File: src/rtl/ser_pkg.sv
// ---------------------------------------------------------------------------
// ser_pkg
// Shared constants and helpers for the multi-lane serializer:
//   - TMDS control-period codes (candidates for the underflow idle word)
//   - PRBS7 (x^7 + x^6 + 1) seed, taps and next-state helper
//   - width helper for the per-word bit counter
// No ports (package).
// ---------------------------------------------------------------------------
package ser_pkg;

  // TMDS control codes for {C1,C0} = 00, 01, 10, 11
  localparam logic [9:0] TMDS_CTRL00 = 10'b1101010100;
  localparam logic [9:0] TMDS_CTRL01 = 10'b0010101011;
  localparam logic [9:0] TMDS_CTRL10 = 10'b0101010100;
  localparam logic [9:0] TMDS_CTRL11 = 10'b1010101011;

  // PRBS7 generator: Fibonacci form, output taken from bit 6
  localparam logic [6:0] PRBS7_SEED = 7'h7F;
  localparam logic [6:0] PRBS7_TAPS = 7'b1100000;

  // Bits needed to count 0..width-1 (never less than one bit)
  function automatic int countWidth(input int width);
    if (width < 2) begin
      return 1;
    end else begin
      return $clog2(width);
    end
  endfunction

  // One PRBS7 step: feedback from the x^7 and x^6 taps shifts in at bit 0
  function automatic logic [6:0] prbs7Next(input logic [6:0] state);
    return {state[5:0], ^(state & PRBS7_TAPS)};
  endfunction

endpackage

File: src/rtl/serializer_lane.sv
// ---------------------------------------------------------------------------
// serializer_lane
// One WIDTH-bit load/shift register feeding a single serial lane.
// Ports:
//   clk       in   bit-rate clock
//   reset     in   synchronous, active-high reset (register cleared)
//   enable    in   1 = load/shift allowed, 0 = register frozen
//   load      in   load loadData this cycle (takes priority over shift)
//   shift     in   move one position toward the output bit
//   loadData  in   WIDTH-bit word to load
//   serialBit out  current output bit (bit 0 if LSB_FIRST, else bit WIDTH-1)
// ---------------------------------------------------------------------------
module serializer_lane
  import ser_pkg::*;
#(
  parameter int WIDTH     = 10,
  parameter int LSB_FIRST = 1
) (
  input  logic             clk,
  input  logic             reset,
  input  logic             enable,
  input  logic             load,
  input  logic             shift,
  input  logic [WIDTH-1:0] loadData,
  output logic             serialBit
);

  logic [WIDTH-1:0] shiftReg;
  logic [WIDTH-1:0] shifted;

  // The output bit is a register bit; shifting moves the next bit onto it.
  if (LSB_FIRST != 0) begin : gLsbFirst
    assign shifted   = {1'b0, shiftReg[WIDTH-1:1]};
    assign serialBit = shiftReg[0];
  end else begin : gMsbFirst
    assign shifted   = {shiftReg[WIDTH-2:0], 1'b0};
    assign serialBit = shiftReg[WIDTH-1];
  end

  // Shift register: load has priority, everything frozen when not enabled
  always_ff @(posedge clk) begin
    if (reset) begin
      shiftReg <= {WIDTH{1'b0}};
    end else if (enable && load) begin
      shiftReg <= loadData;
    end else if (enable && shift) begin
      shiftReg <= shifted;
    end
  end

endmodule

File: src/rtl/multi_lane_serializer.sv
// ---------------------------------------------------------------------------
// multi_lane_serializer
// N-lane parallel-to-serial shifter on the bit-rate clock. An internal bit
// counter marks word boundaries; one multi-lane word is accepted per
// valid/ready transfer into a one-deep buffer. When the buffer is empty at a
// boundary every lane sends IDLE_WORD and an underflow is flagged/counted.
// Optional feature macro: SER_PRBS_EN (adds prbsMode, per-lane PRBS7 output).
// Ports:
//   clk            in   bit-rate clock (only clock)
//   reset          in   synchronous, active-high reset
//   enable         in   1 = shifting runs, 0 = counter and shifters frozen
//   prbsMode       in   (SER_PRBS_EN only) 1 = lanes carry PRBS7
//   parallelData   in   LANES*WIDTH, lane k at [k*WIDTH +: WIDTH]
//   dataValid      in   parallelData valid
//   dataReady      out  word accepted this cycle when dataValid is high
//   serialOut      out  LANES serial bits, one per lane
//   wordStrobe     out  pulse while the first bit of a new word is out
//   underflow      out  pulse after IDLE_WORD was loaded
//   underflowCount out  saturating count of underflow pulses
// ---------------------------------------------------------------------------
module multi_lane_serializer
  import ser_pkg::*;
#(
  parameter int               LANES       = 3,
  parameter int               WIDTH       = 10,
  parameter int               LSB_FIRST   = 1,
  parameter logic [WIDTH-1:0] IDLE_WORD   = WIDTH'(TMDS_CTRL00),
  parameter int               UFLOW_CNT_W = 16
) (
  input  logic                   clk,
  input  logic                   reset,
  input  logic                   enable,
`ifdef SER_PRBS_EN
  input  logic                   prbsMode,
`endif
  input  logic [LANES*WIDTH-1:0] parallelData,
  input  logic                   dataValid,
  output logic                   dataReady,
  output logic [LANES-1:0]       serialOut,
  output logic                   wordStrobe,
  output logic                   underflow,
  output logic [UFLOW_CNT_W-1:0] underflowCount
);

  localparam int            CW       = countWidth(WIDTH);
  localparam logic [CW-1:0] LAST_BIT = CW'(WIDTH - 1);

  logic [CW-1:0]          bitCount;
  logic [LANES*WIDTH-1:0] bufData;
  logic                   bufFull;
  logic                   boundary;
  logic                   transfer;
  logic                   dataHold;
  logic                   laneLoad;
  logic                   laneShift;
  logic                   uflowEvent;
  logic [LANES*WIDTH-1:0] loadWord;
  logic [LANES-1:0]       laneBits;

  assign boundary = enable & (bitCount == LAST_BIT);

  // A boundary frees the buffer in the same cycle, so back-to-back words
  // never leave a bubble.
  assign dataReady  = ~dataHold & (~bufFull | boundary);
  assign transfer   = dataValid & dataReady;
  assign laneLoad   = boundary & ~dataHold;
  assign laneShift  = ~boundary & ~dataHold;
  assign uflowEvent = boundary & ~bufFull & ~dataHold;
  assign loadWord   = bufFull ? bufData : {LANES{IDLE_WORD}};

  // Bit counter: wraps at WIDTH-1 while enabled, holds otherwise
  always_ff @(posedge clk) begin
    if (reset) begin
      bitCount <= {CW{1'b0}};
    end else if (boundary) begin
      bitCount <= {CW{1'b0}};
    end else if (enable) begin
      bitCount <= bitCount + CW'(1);
    end
  end

  // One-deep holding buffer: a new capture overrides the boundary drain
  always_ff @(posedge clk) begin
    if (reset) begin
      bufData <= {(LANES*WIDTH){1'b0}};
      bufFull <= 1'b0;
    end else if (transfer) begin
      bufData <= parallelData;
      bufFull <= 1'b1;
    end else if (boundary && bufFull && !dataHold) begin
      bufFull <= 1'b0;
    end
  end

  // Word strobe and underflow pulses line up with bitCount == 0
  always_ff @(posedge clk) begin
    if (reset) begin
      wordStrobe <= 1'b0;
      underflow  <= 1'b0;
    end else begin
      wordStrobe <= laneLoad;
      underflow  <= uflowEvent;
    end
  end

  // Underflow counter saturates at all-ones instead of wrapping
  always_ff @(posedge clk) begin
    if (reset) begin
      underflowCount <= {UFLOW_CNT_W{1'b0}};
    end else if (uflowEvent && (underflowCount != {UFLOW_CNT_W{1'b1}})) begin
      underflowCount <= underflowCount + UFLOW_CNT_W'(1);
    end
  end

  for (genvar k = 0; k < LANES; k++) begin : gLane
    serializer_lane #(
      .WIDTH     (WIDTH),
      .LSB_FIRST (LSB_FIRST)
    ) uLane (
      .clk       (clk),
      .reset     (reset),
      .enable    (enable),
      .load      (laneLoad),
      .shift     (laneShift),
      .loadData  (loadWord[k*WIDTH +: WIDTH]),
      .serialBit (laneBits[k])
    );
  end

`ifdef SER_PRBS_EN
  logic       prbsModeD;
  logic [6:0] prbsState;
  logic       prbsRise;

  // Data path is parked (buffer held, no loads) while PRBS is selected
  assign dataHold = prbsMode;
  assign prbsRise = prbsMode & ~prbsModeD;

  // Registered mode; the output switches one cycle after prbsMode rises,
  // which is when the freshly seeded generator is valid.
  always_ff @(posedge clk) begin
    if (reset) begin
      prbsModeD <= 1'b0;
    end else begin
      prbsModeD <= prbsMode;
    end
  end

  // PRBS7 generator: reseeded on reset and on each prbsMode rising edge
  always_ff @(posedge clk) begin
    if (reset) begin
      prbsState <= PRBS7_SEED;
    end else if (prbsRise) begin
      prbsState <= PRBS7_SEED;
    end else if (enable && prbsModeD) begin
      prbsState <= prbs7Next(prbsState);
    end
  end

  assign serialOut = prbsModeD ? {LANES{prbsState[6]}} : laneBits;
`else
  assign dataHold  = 1'b0;
  assign serialOut = laneBits;
`endif

endmodule

File: config.mk
export PLATFORM = sky130hd
export DESIGN_NAME = multi_lane_serializer
export DESIGN_NICKNAME = d
export VERILOG_FILES = /design/src/rtl/ser_pkg.sv /design/src/rtl/serializer_lane.sv /design/src/rtl/multi_lane_serializer.sv
export SDC_FILE = /design/constraint.sdc
export NUM_CORES = 1
export LEC_CHECK = 0
export CORE_UTILIZATION = 57
export DETAILED_ROUTE_END_ITERATION = 12
export PLACE_DENSITY = 0.81
export SYNTH_ARGS = -nofsm -noshare
export SYNTH_HDL_FRONTEND = slang
export SYNTH_SLANG_ARGS = --single-unit
File: constraint.sdc
create_clock -name clk -period 5.9 [get_ports clk]
set_input_delay 1.77 -clock clk [delete_from_list [all_inputs] [get_ports clk]]
set_output_delay 1.77 -clock clk [all_outputs]
set_load 0.01 [all_outputs]
# Word-level counts from Yosys, hierarchy flattened
# Cells that the tools add are included.
[classes]
n_bitwise = 6
n_div = 0
mux = 9
n_shift = 0
n_addsub = 2
n_reduce_logical = 7
n_mul = 0
order_cmp = 0
n_eq_ne = 2
[ops]
columns = ["operator", "n"]
rows = [
  ["$mux 10", 6],
  ["$mux 30", 1],
  ["$add 16x1->16 const B", 1],
  ["$ne 16x16->1 const B", 1],
  ["$add 4x1->4 const B", 1],
  ["$eq 4x4->1 const B", 1],
  ["$logic_and 1x1->1", 4],
  ["$reduce_bool 2->1", 2],
  ["$and 1x1->1", 3],
  ["$mux 1", 2],
  ["$not 1->1", 2],
  ["$reduce_or 2->1", 1],
  ["$or 1x1->1", 1],
]
[totals]
memories = 0
output_inout_bits = 22
regBits = 83
rom_bits = 0
elab_cells = 35
inputBits = 34
latchBits = 0
mem_bits_rw = 0

# Logic depth before layout (Yosys ltp)
# Gate-level depths: netlist of the first run.
[logic_depth]
ltp_word = 6
ltp_mapped = 8

# Cells and area by module
# Synthesis of the first run repeated with hierarchy kept, for this count alone.
[unflattened]
hier_cells = 425
area_unflattened_um2 = 3771.1
[modules_own_cells]
columns = ["module", "seq_area_each_um2", "cells_per_inst", "instances", "area_each_um2"]
rows = [
  ["multi_lane_serializer", 1061.0, 263, 1, 2356.0],
  ["serializer_lane", 200.2, 54, 3, 471.7],
]

# Worst setup path before layout of the first run
# No wires, ideal clock.
[synth_timing]
kind = "input-to-output"
start = "in enable"
end = "out dataReady"
slack_ns = 1.516
t_required_ns = 4.130
stages = 4
t_arrival_ns = 2.614
path_cell_list = "nand4b_1 > clkbuf_1 > clkbuf_1 > nand2_1"
[synth_via]
elab_chain_len = 2
[synth_lines]
columns = ["item", "line", "text"]
rows = [
  ["start: declaration", "multi_lane_serializer.sv:32", "input logic enable,"],
  ["$and 1x1->1", "multi_lane_serializer.sv:60", "assign boundary = enable & (bitCount == LAST_BIT);"],
  ["$or 1x1->1", "multi_lane_serializer.sv:64", "assign dataReady = ~dataHold & (~bufFull | boundary);"],
  ["end: declaration", "multi_lane_serializer.sv:38", "output logic dataReady,"],
]
# No other way between the ends.

# Worst setup path in the final report of the first run
# Ends and elaborated chain as after synthesis.

==> impl_results.rst, run 1 <==
.. list-table::
   :header-rows: 1

   * - Metric
     - Value
   * - Status
     - finished, final reports clean
   * - Count of standard-cell rows
     - 27
   * - Die Y-Extent
     - 79.46 um
   * - Most area-hungry cell type in the Yosys netlist
     - sky130_fd_sc_hd__dfxtp_1
   * - Achievable frequency
     - 203.7 MHz
   * - Post-synthesis net count
     - 420
   * - Final setup violation count
     - 0
   * - First-pass iteration count of the detailed router
     - 4
   * - Tightest Hold Check Type
     - flip-flop to flip-flop
   * - H-tree Lvls
     - 3
   * - Initial antenna violation count
     - 0
   * - Share of post-route cells with drive strength above 1
     - 0.06713
   * - GP Congestion
     - 0.8017
   * - Number of DRC markers after the initial detailed-route iteration
     - 244
   * - Fraction of the cycle the final worst path needs
     - 0.8320
   * - Critical path launch point
     - enable
   * - Prevailing post-synth register cell
     - sky130_fd_sc_hd__dfxtp_1
   * - Clock tree from TritonCTS
     - yes
   * - Nature of the critical path endpoint
     - output pin
   * - Number of cells after detailed placement
     - 488
   * - CTS root buf
     - sky130_fd_sc_hd__clkbuf_8
   * - I/O Pins
     - 56
   * - Number of clock sinks seen by CTS
     - 83
   * - Source-to-sink clock delay at the later pin of the worst-skew pair
     - 0.36 ns
   * - Accumulated negative setup slack
     - 0 ns
   * - Final antenna-violating net count
     - 0
   * - Count of input and output buffers
     - 55
   * - Actual transition at the worst max-transition pin
     - 0.9221 ns
   * - Largest cells by area after synthesis
     - sky130_fd_sc_hd__dfxtp_1, sky130_fd_sc_hd__nor2_1, sky130_fd_sc_hd__mux2i_1, sky130_fd_sc_hd__a21oi_1, sky130_fd_sc_hd__nor4_1
   * - Maximum number of pins on one net before global-route repair
     - 86
   * - Synthesis-to-finish area growth
     - 22.94%
   * - Hold buffer count at cts
     - 0
   * - Mean instance size in the synthesized netlist
     - 8.928 sq um
   * - Post-detailed-routing wire length
     - 7.770 mm
   * - Post-Syn Instances
     - 383
   * - P per Cell Area
     - 270.5 nW/um^2
   * - Number of warnings printed during yosys synthesis
     - 0
   * - Vias per Instance
     - 5.913
   * - Fraction of synthesized cell area taken by the top area cell type
     - 0.4859
   * - Total of cells resized after clock tree synthesis
     - 0
   * - Max IR drop VDD
     - 0.1838 mV
   * - Post-Place Setup Slack
     - 1.030 ns
   * - Critical path data required time
     - 4.13 ns
   * - Non-filler instance count after layout
     - 504
   * - Largest clock skew in the final design
     - 0.009819 ns
   * - Worst Setup EP
     - dataReady
   * - Portion of the post-synthesis area used by sequential elements
     - 0.4859
   * - Static Leak
     - 1.549 nW
   * - Post-CTS repair timing setup buffer count
     - 0
   * - Number of max-slew violations in the final report
     - 0
   * - Starting density of the core
     - 0.6061
   * - Max_cap viols
     - 0
   * - Die ar.
     - 6313 sq um
   * - Number of distinct standard cells referenced by the synthesized netlist
     - 37
   * - Total congestion overflow
     - 0
   * - Total number of vias
     - 2980
   * - Total count of hold-check failures in the final report
     - 0
   * - Register-to-Register Path Depth
     - 6
   * - Die width
     - 79.46 um
   * - Detail Placement HPWL
     - 4.664 mm
   * - Number of buffers added by the clock tree synthesis step
     - 9
   * - Vias in the first global route
     - 2863
   * - Global-route wire length before repair
     - 13.05 mm
   * - Area of the core
     - 5642 sq um
   * - Startpoint type of the worst setup path
     - primary input
   * - Path type of the worst setup path
     - primary input to output pin
   * - Reg-to-reg critical path startpoint
     - bitCount[0]$_SDFFE_PP0P_
   * - Synthesized flop and latch total
     - 83
   * - Overall fraction of global-route tracks in use
     - 0.2698
   * - Inserted Diodes
     - 0
   * - Unrepaired setup endpoints after global routing
     - no
   * - WL/cell
     - 15.42 um
   * - Post-synthesis async set-or-reset flop share
     - 0
   * - Clock period minus final worst setup slack
     - 4.909 ns
   * - Mapped Area
     - 3420 sq um
   * - Number of nets in the layout
     - 464
   * - End of the worst register-to-register path
     - underflowCount[5]$_SDFFE_PP0P_
   * - Arrival @ worst endpoint
     - 3.14 ns
   * - Final worst hold slack
     - 0.4656 ns
   * - Number of buffers between clock root and the deepest sink
     - 2
   * - Final setup slack of the worst path
     - 0.9913 ns
   * - Max-slew headroom
     - 0.3830
   * - Count of unresolved DRC violations after routing
     - 0
   * - Total design power
     - 1.137 mW
   * - Clk pin slew, worst setup/hold paths
     - 0.07 ns
   * - Maximum fanout encountered on the critical timing path
     - 2
   * - Post-synth EDFFs
     - 0
   * - Worst reg-to-reg setup slack
     - 3.58 ns
## critical path, cell delays in order
cell	delay [ns]
sky130_fd_sc_hd__clkdlybuf4s50_1	0.49
sky130_fd_sc_hd__nand4b_1	0.21
sky130_fd_sc_hd__nand2_1	0.13
sky130_fd_sc_hd__clkdlybuf4s50_1	0.54
## kinds of logic after synthesis
| kind of cell | Yosys count | share of synthesized area |
|---|---|---|
| muxes | 32 | 0.09440 |
| adders and majority gates | 3 | 0.01098 |
| buffers and inverters | 35 | 0.04281 |
| xor gates and xnor gates | 3 | 0.007685 |
| and+or+nand+nor | 150 | 0.2137 |
| DFF | 83 | 0.4859 |
| AOI/OAI and AO/OA | 77 | 0.1445 |
## synth_stat cells, types with 5 or more instances
master,instances
sky130_fd_sc_hd__dfxtp_1,83
sky130_fd_sc_hd__nor2_1,81
sky130_fd_sc_hd__a21oi_1,33
sky130_fd_sc_hd__mux2i_1,30
sky130_fd_sc_hd__clkbuf_1,23
sky130_fd_sc_hd__nor4_1,18
sky130_fd_sc_hd__a221oi_1,12
sky130_fd_sc_hd__nand2_1,12
sky130_fd_sc_hd__o21a_1,12
sky130_fd_sc_hd__nand4_1,8
sky130_fd_sc_hd__o21ai_0,8
sky130_fd_sc_hd__o31ai_1,8
sky130_fd_sc_hd__or4_1,8
sky130_fd_sc_hd__inv_1,5
sky130_fd_sc_hd__nand3_1,5
## registers in the layout (all words and copies together) (netlist names)
name / cells
bufData: 30
gLane.uLane.shiftReg: 30
underflowCount: 16
bitCount: 4
bufFull: 1
underflow: 1
wordStrobe: 1
## final cells by class
| type | instances | area (sq um) |
|---|---|---|
| multi-input cells | 265 | 1623 |
| repair buffers | 62 | 598.1 |
| flip-flops and latches | 83 | 1662 |
| clock inverters | 5 | 77.57 |
| fillers | 415 | 1438 |
| clock buffers | 11 | 131.4 |
| inverters | 6 | 22.52 |
| well taps | 72 | 90.09 |
## metrics by stage
stage / util / instance area [sq um]
finish: 0.7452 / 4204
global route: 0.7452 / 4204
CTS: 0.7452 / 4204
detailed placement: 0.7081 / 3995
global placement: 0.7081 / 3995
floorplan: - / 3420
## per-layer routing
metal,wire [um],up-vias,GRT usage,share of wire
li1,-,1466,-,-
met1,3585,1416,0.3341,0.46
met2,3730,82,0.4410,0.48
met3,303,16,0.06514,0.039
met4,150,0,0.1236,0.019
met5,0,-,0,0
## cells in the final DEF (no fill, tap or decap), types with 2 or more instances in the layout
cell type / synthesis / final
sky130_fd_sc_hd__dfxtp_1: 83 / 83
sky130_fd_sc_hd__nor2_1: 81 / 81
sky130_fd_sc_hd__clkdlybuf4s50_1: 0 / 54
sky130_fd_sc_hd__a21oi_1: 33 / 33
sky130_fd_sc_hd__mux2i_1: 30 / 30
sky130_fd_sc_hd__nor4_1: 18 / 18
sky130_fd_sc_hd__nand2_1: 12 / 12
sky130_fd_sc_hd__o21a_1: 12 / 12
sky130_fd_sc_hd__a221oi_1: 12 / 12
sky130_fd_sc_hd__clkbuf_8: 0 / 9
sky130_fd_sc_hd__nand4_1: 8 / 8
sky130_fd_sc_hd__o31ai_1: 8 / 8
sky130_fd_sc_hd__or4_1: 8 / 8
sky130_fd_sc_hd__o21ai_0: 8 / 8
sky130_fd_sc_hd__buf_4: 3 / 7
sky130_fd_sc_hd__inv_1: 5 / 5
sky130_fd_sc_hd__nand3_1: 5 / 5
sky130_fd_sc_hd__and4_1: 3 / 3
sky130_fd_sc_hd__or3_1: 3 / 3
sky130_fd_sc_hd__nor3_1: 3 / 3
sky130_fd_sc_hd__ha_1: 3 / 3
sky130_fd_sc_hd__nor2b_1: 2 / 2
sky130_fd_sc_hd__mux2_2: 2 / 2
sky130_fd_sc_hd__xor2_1: 2 / 2
sky130_fd_sc_hd__clkbuf_1: 23 / 2
sky130_fd_sc_hd__bufinv_16: 0 / 2
sky130_fd_sc_hd__clkinv_2: 0 / 2
## worst min-delay path by stage
stage	cells after the start	endpoint	startpoint
6_report	2	gLane[1].uLane.shiftReg[9]$_SDFFE_PP0P_	gLane[1].uLane.shiftReg[9]$_SDFFE_PP0P_
3_3_place_gp	2	gLane[1].uLane.shiftReg[9]$_SDFFE_PP0P_	gLane[1].uLane.shiftReg[9]$_SDFFE_PP0P_
2_1_floorplan	2	gLane[1].uLane.shiftReg[9]$_SDFFE_PP0P_	gLane[1].uLane.shiftReg[9]$_SDFFE_PP0P_
4_1_cts	2	gLane[1].uLane.shiftReg[9]$_SDFFE_PP0P_	gLane[1].uLane.shiftReg[9]$_SDFFE_PP0P_
3_5_place_dp	2	gLane[1].uLane.shiftReg[9]$_SDFFE_PP0P_	gLane[1].uLane.shiftReg[9]$_SDFFE_PP0P_
5_1_grt	2	gLane[1].uLane.shiftReg[9]$_SDFFE_PP0P_	gLane[1].uLane.shiftReg[9]$_SDFFE_PP0P_
## where the power goes
part | internal (mW) | switching, mW
sequential | 0.582 | 0.0123
clock | 0.237 | 0.208
combinational | 0.0481 | 0.0499
total | 0.867 | 0.270
(Power assumes the default switching activity.)
==> inputs of run 2 (changes only) <==
Settings changed: CORE_UTILIZATION 57 to 53, PLACE_DENSITY 0.81 to 0.76.
Clock period 5.9 ns to 5.02 ns, I/O delays scaled along.
==> run 2 against run 1 <==
Compared with the run above: clock skew is essentially flat; global-route usage down 1.5 points; non-clock buffer count did not move; first-iteration DRC count fell by 25%; total power is 7.4% higher; clock-buffer cell count shrank 1; sequential share of layout area up 0.44 points; highest routed layer unchanged.
==> impl_results.rst, run 2 (synthesis results as in run 1) <==
.. list-table::
   :header-rows: 1

   * - Metric
     - Value
   * - Most frequent standard cell in the layout excluding fill and tap cells
     - sky130_fd_sc_hd__dfxtp_1 (unchanged)
   * - H-tree Lvls
     - 3 (unchanged)
   * - Count of unresolved DRC violations after routing
     - 0 (unchanged)
   * - Number of max-slew violations in the final report
     - 0 (unchanged)
   * - Die ar.
     - 6777 sq um (was 6313 sq um)
   * - Post-CTS repair timing setup buffer count
     - 0 (unchanged)
   * - Post-detailed-routing wire length
     - 7.696 mm (was 7.770 mm)
   * - Register-to-Register Path Depth
     - 4 (was 6)
   * - Synthesis-to-finish area growth
     - 21.59% (was 22.94%)
   * - Vias per Instance
     - 5.858 (was 5.913)
   * - Count of input and output buffers
     - 55 (unchanged)
   * - Number of clock sinks seen by CTS
     - 83 (unchanged)
   * - Accumulated negative setup slack
     - 0 ns (unchanged)
   * - Final antenna-violating net count
     - 0 (unchanged)
   * - Nature of the critical path endpoint
     - output pin (unchanged)
   * - Die Y-Extent
     - 82.33 um (was 79.46 um)
   * - Total count of hold-check failures in the final report
     - 0 (unchanged)
   * - Fraction of the cycle the final worst path needs
     - 0.8693
   * - Critical path data required time
     - 3.51 ns (was 4.13 ns)
   * - CTS root buf
     - sky130_fd_sc_hd__clkbuf_8 (unchanged)
   * - I/O Pins
     - 56 (unchanged)
   * - Arrival @ worst endpoint
     - 2.86 ns (was 3.14 ns)
   * - Max IR drop VDD
     - 0.2487 mV (was 0.1838 mV)
   * - Area of the core
     - 6061 sq um (was 5642 sq um)
   * - Achievable frequency
     - 229.2 MHz
   * - Number of buffers between clock root and the deepest sink
     - 2 (unchanged)
   * - Cell chain of the critical path
     - clkdlybuf4s50_1 > nand4b_1 > nand2_1 > clkdlybuf4s50_1 (unchanged)
   * - Actual transition at the worst max-transition pin
     - 0.9475 ns (was 0.9221 ns)
   * - WL/cell
     - 15.21 um (was 15.42 um)
   * - Worst path max stage delay
     - 0.54 ns (about the same)
   * - Maximum number of pins on one net before global-route repair
     - 53 (was 86)
   * - Total design power
     - 1.222 mW (was 1.137 mW)
   * - Static Leak
     - 1.527 nW (was 1.549 nW)
   * - Maximum fanout encountered on the critical timing path
     - 2 (unchanged)
   * - Number of DRC markers after the initial detailed-route iteration
     - 183 (was 244)
   * - Initial antenna violation count
     - 0 (unchanged)
   * - Global-route wire length before repair
     - 13.05 mm (about the same)
   * - Hold buffer count at cts
     - 0 (unchanged)
   * - Cell depth of the worst min-delay path
     - 2 (unchanged)
   * - Inserted Diodes
     - 0 (unchanged)
   * - Clock tree from TritonCTS
     - yes (unchanged)
   * - Die width
     - 82.33 um (was 79.46 um)
   * - Tightest Hold Check Type
     - flip-flop to flip-flop (unchanged)
   * - Top Usage Layer GRT
     - met2 (unchanged)
   * - Clock period minus final worst setup slack
     - 4.364 ns
   * - Detail Placement HPWL
     - 4.842 mm (was 4.664 mm)
   * - Max-slew headroom
     - 0.3660 (was 0.3830)
   * - Cell occurring most often along the worst timing path
     - sky130_fd_sc_hd__clkdlybuf4s50_1 (unchanged)
   * - Starting density of the core
     - 0.5642 (was 0.6061)
   * - Status
     - finished, final reports clean (unchanged)
   * - Vias in the first global route
     - 2832 (was 2863)
   * - Total of cells resized after clock tree synthesis
     - 0 (unchanged)
   * - Largest clock skew in the final design
     - 0.01014 ns (was 0.009819 ns)
   * - Overall fraction of global-route tracks in use
     - 0.2549 (was 0.2698)
   * - Source-to-sink clock delay at the later pin of the worst-skew pair
     - 0.36 ns (about the same)
   * - Total congestion overflow
     - 0 (unchanged)
   * - Number of nets in the layout
     - 464 (unchanged)
   * - Largest registers
     - bufData x30, gLane.uLane.shiftReg x30, underflowCount x16 (unchanged)
   * - P per Cell Area
     - 293.9 nW/um^2 (was 270.5 nW/um^2)
   * - M1 GR Usage
     - 0.3237 (was 0.3341)
   * - Unrepaired setup endpoints after global routing
     - no (unchanged)
   * - Startpoint type of the worst setup path
     - primary input (unchanged)
   * - First-pass iteration count of the detailed router
     - 4 (unchanged)
   * - Total number of vias
     - 2964 (was 2980)
   * - Worst path slowest cell
     - sky130_fd_sc_hd__clkdlybuf4s50_1 (unchanged)
   * - Count of standard-cell rows
     - 28 (was 27)
   * - Global Route met3 Usage
     - 0.06374 (was 0.06514)
   * - Commonest cells after routing, fill and taps aside
     - sky130_fd_sc_hd__dfxtp_1, sky130_fd_sc_hd__nor2_1, sky130_fd_sc_hd__clkdlybuf4s50_1 (unchanged)
   * - Max_cap viols
     - 0 (unchanged)
   * - GP Congestion
     - 0.7614 (was 0.8017)
   * - Path type of the worst setup path
     - primary input to output pin (unchanged)
   * - Number of buffers added by the clock tree synthesis step
     - 9 (unchanged)
   * - Clk pin slew, worst setup/hold paths
     - 0.07 ns (about the same)
   * - Final setup violation count
     - 0 (unchanged)
   * - GRT met2 Usage
     - 0.4207 (was 0.4410)
   * - Share of post-route cells with drive strength above 1
     - 0.06729 (was 0.06713)
## run 2: changes by cell type in the layout (fill, tap and decap cells not counted), sizes merged
cell / delta
clkbuf: -1
bufinv: -2
clkinv: +2
## run 2: final timing paths
| check | end | start | slack [ns] |
|---|---|---|---|
| hold reg to reg | gLane[0].uLane.shiftReg[9]$_SDFFE_PP0P_ | gLane[0].uLane.shiftReg[9]$_SDFFE_PP0P_ | 0.47 |
| setup / recovery | dataReady | enable | 0.66 |
| setup reg to reg | underflowCount[10]$_SDFFE_PP0P_ | bufFull$_SDFFE_PP0P_ | 2.28 |
| hold / removal | gLane[0].uLane.shiftReg[9]$_SDFFE_PP0P_ | gLane[0].uLane.shiftReg[9]$_SDFFE_PP0P_ | 0.47 |
## run 2: metal layers
metal	part of all wire	routed length, um	up-vias
li1	-	-	1463
met1	0.47	3612	1422
met2	0.48	3676	72
met3	0.042	325	7
met4	0.010	80	0
met5	0	0	-
## run 2: per-stage QoR
step,instances,hold WS [ns],cell area [sq um],utilization,worst slack (ns)
after detailed placement,491,0.4538,3999,0.6598,0.6702
after CTS,506,0.4648,4158,0.6860,0.6481
after global placement,491,0.4385,3999,0.6598,0.6415
after floorplan,383,0.4317,3420,-,1.164
final,506,0.4656,4158,0.6860,0.6562
after global routing,506,0.4876,4158,0.6860,0.5828
## run 2: worst max-delay path, delay by kind of cell
kind                   cells  cell delay, ns
buffers and inverters      2            1.04
and+or+nand+nor            2            0.31
## run 2: layout make-up
| type | instances | area (sq um) |
|---|---|---|
| Fill cell | 517 | 1903 |
| Sequential cell | 83 | 1662 |
| Multi-Input combinational cell | 265 | 1623 |
| Timing Repair Buffer | 62 | 598.1 |
| Clock buffer | 10 | 127.6 |
| Tap cell | 75 | 93.84 |
| Clock inverter | 5 | 31.28 |
| Inverter | 6 | 22.52 |
## run 2: report_power, final
group	switching [mW]	internal [mW]	total [mW]
clock network	0.234	0.175	0.409
logic	0.0545	0.0567	0.111
registers	0.0181	0.683	0.702
total	0.307	0.915	1.22
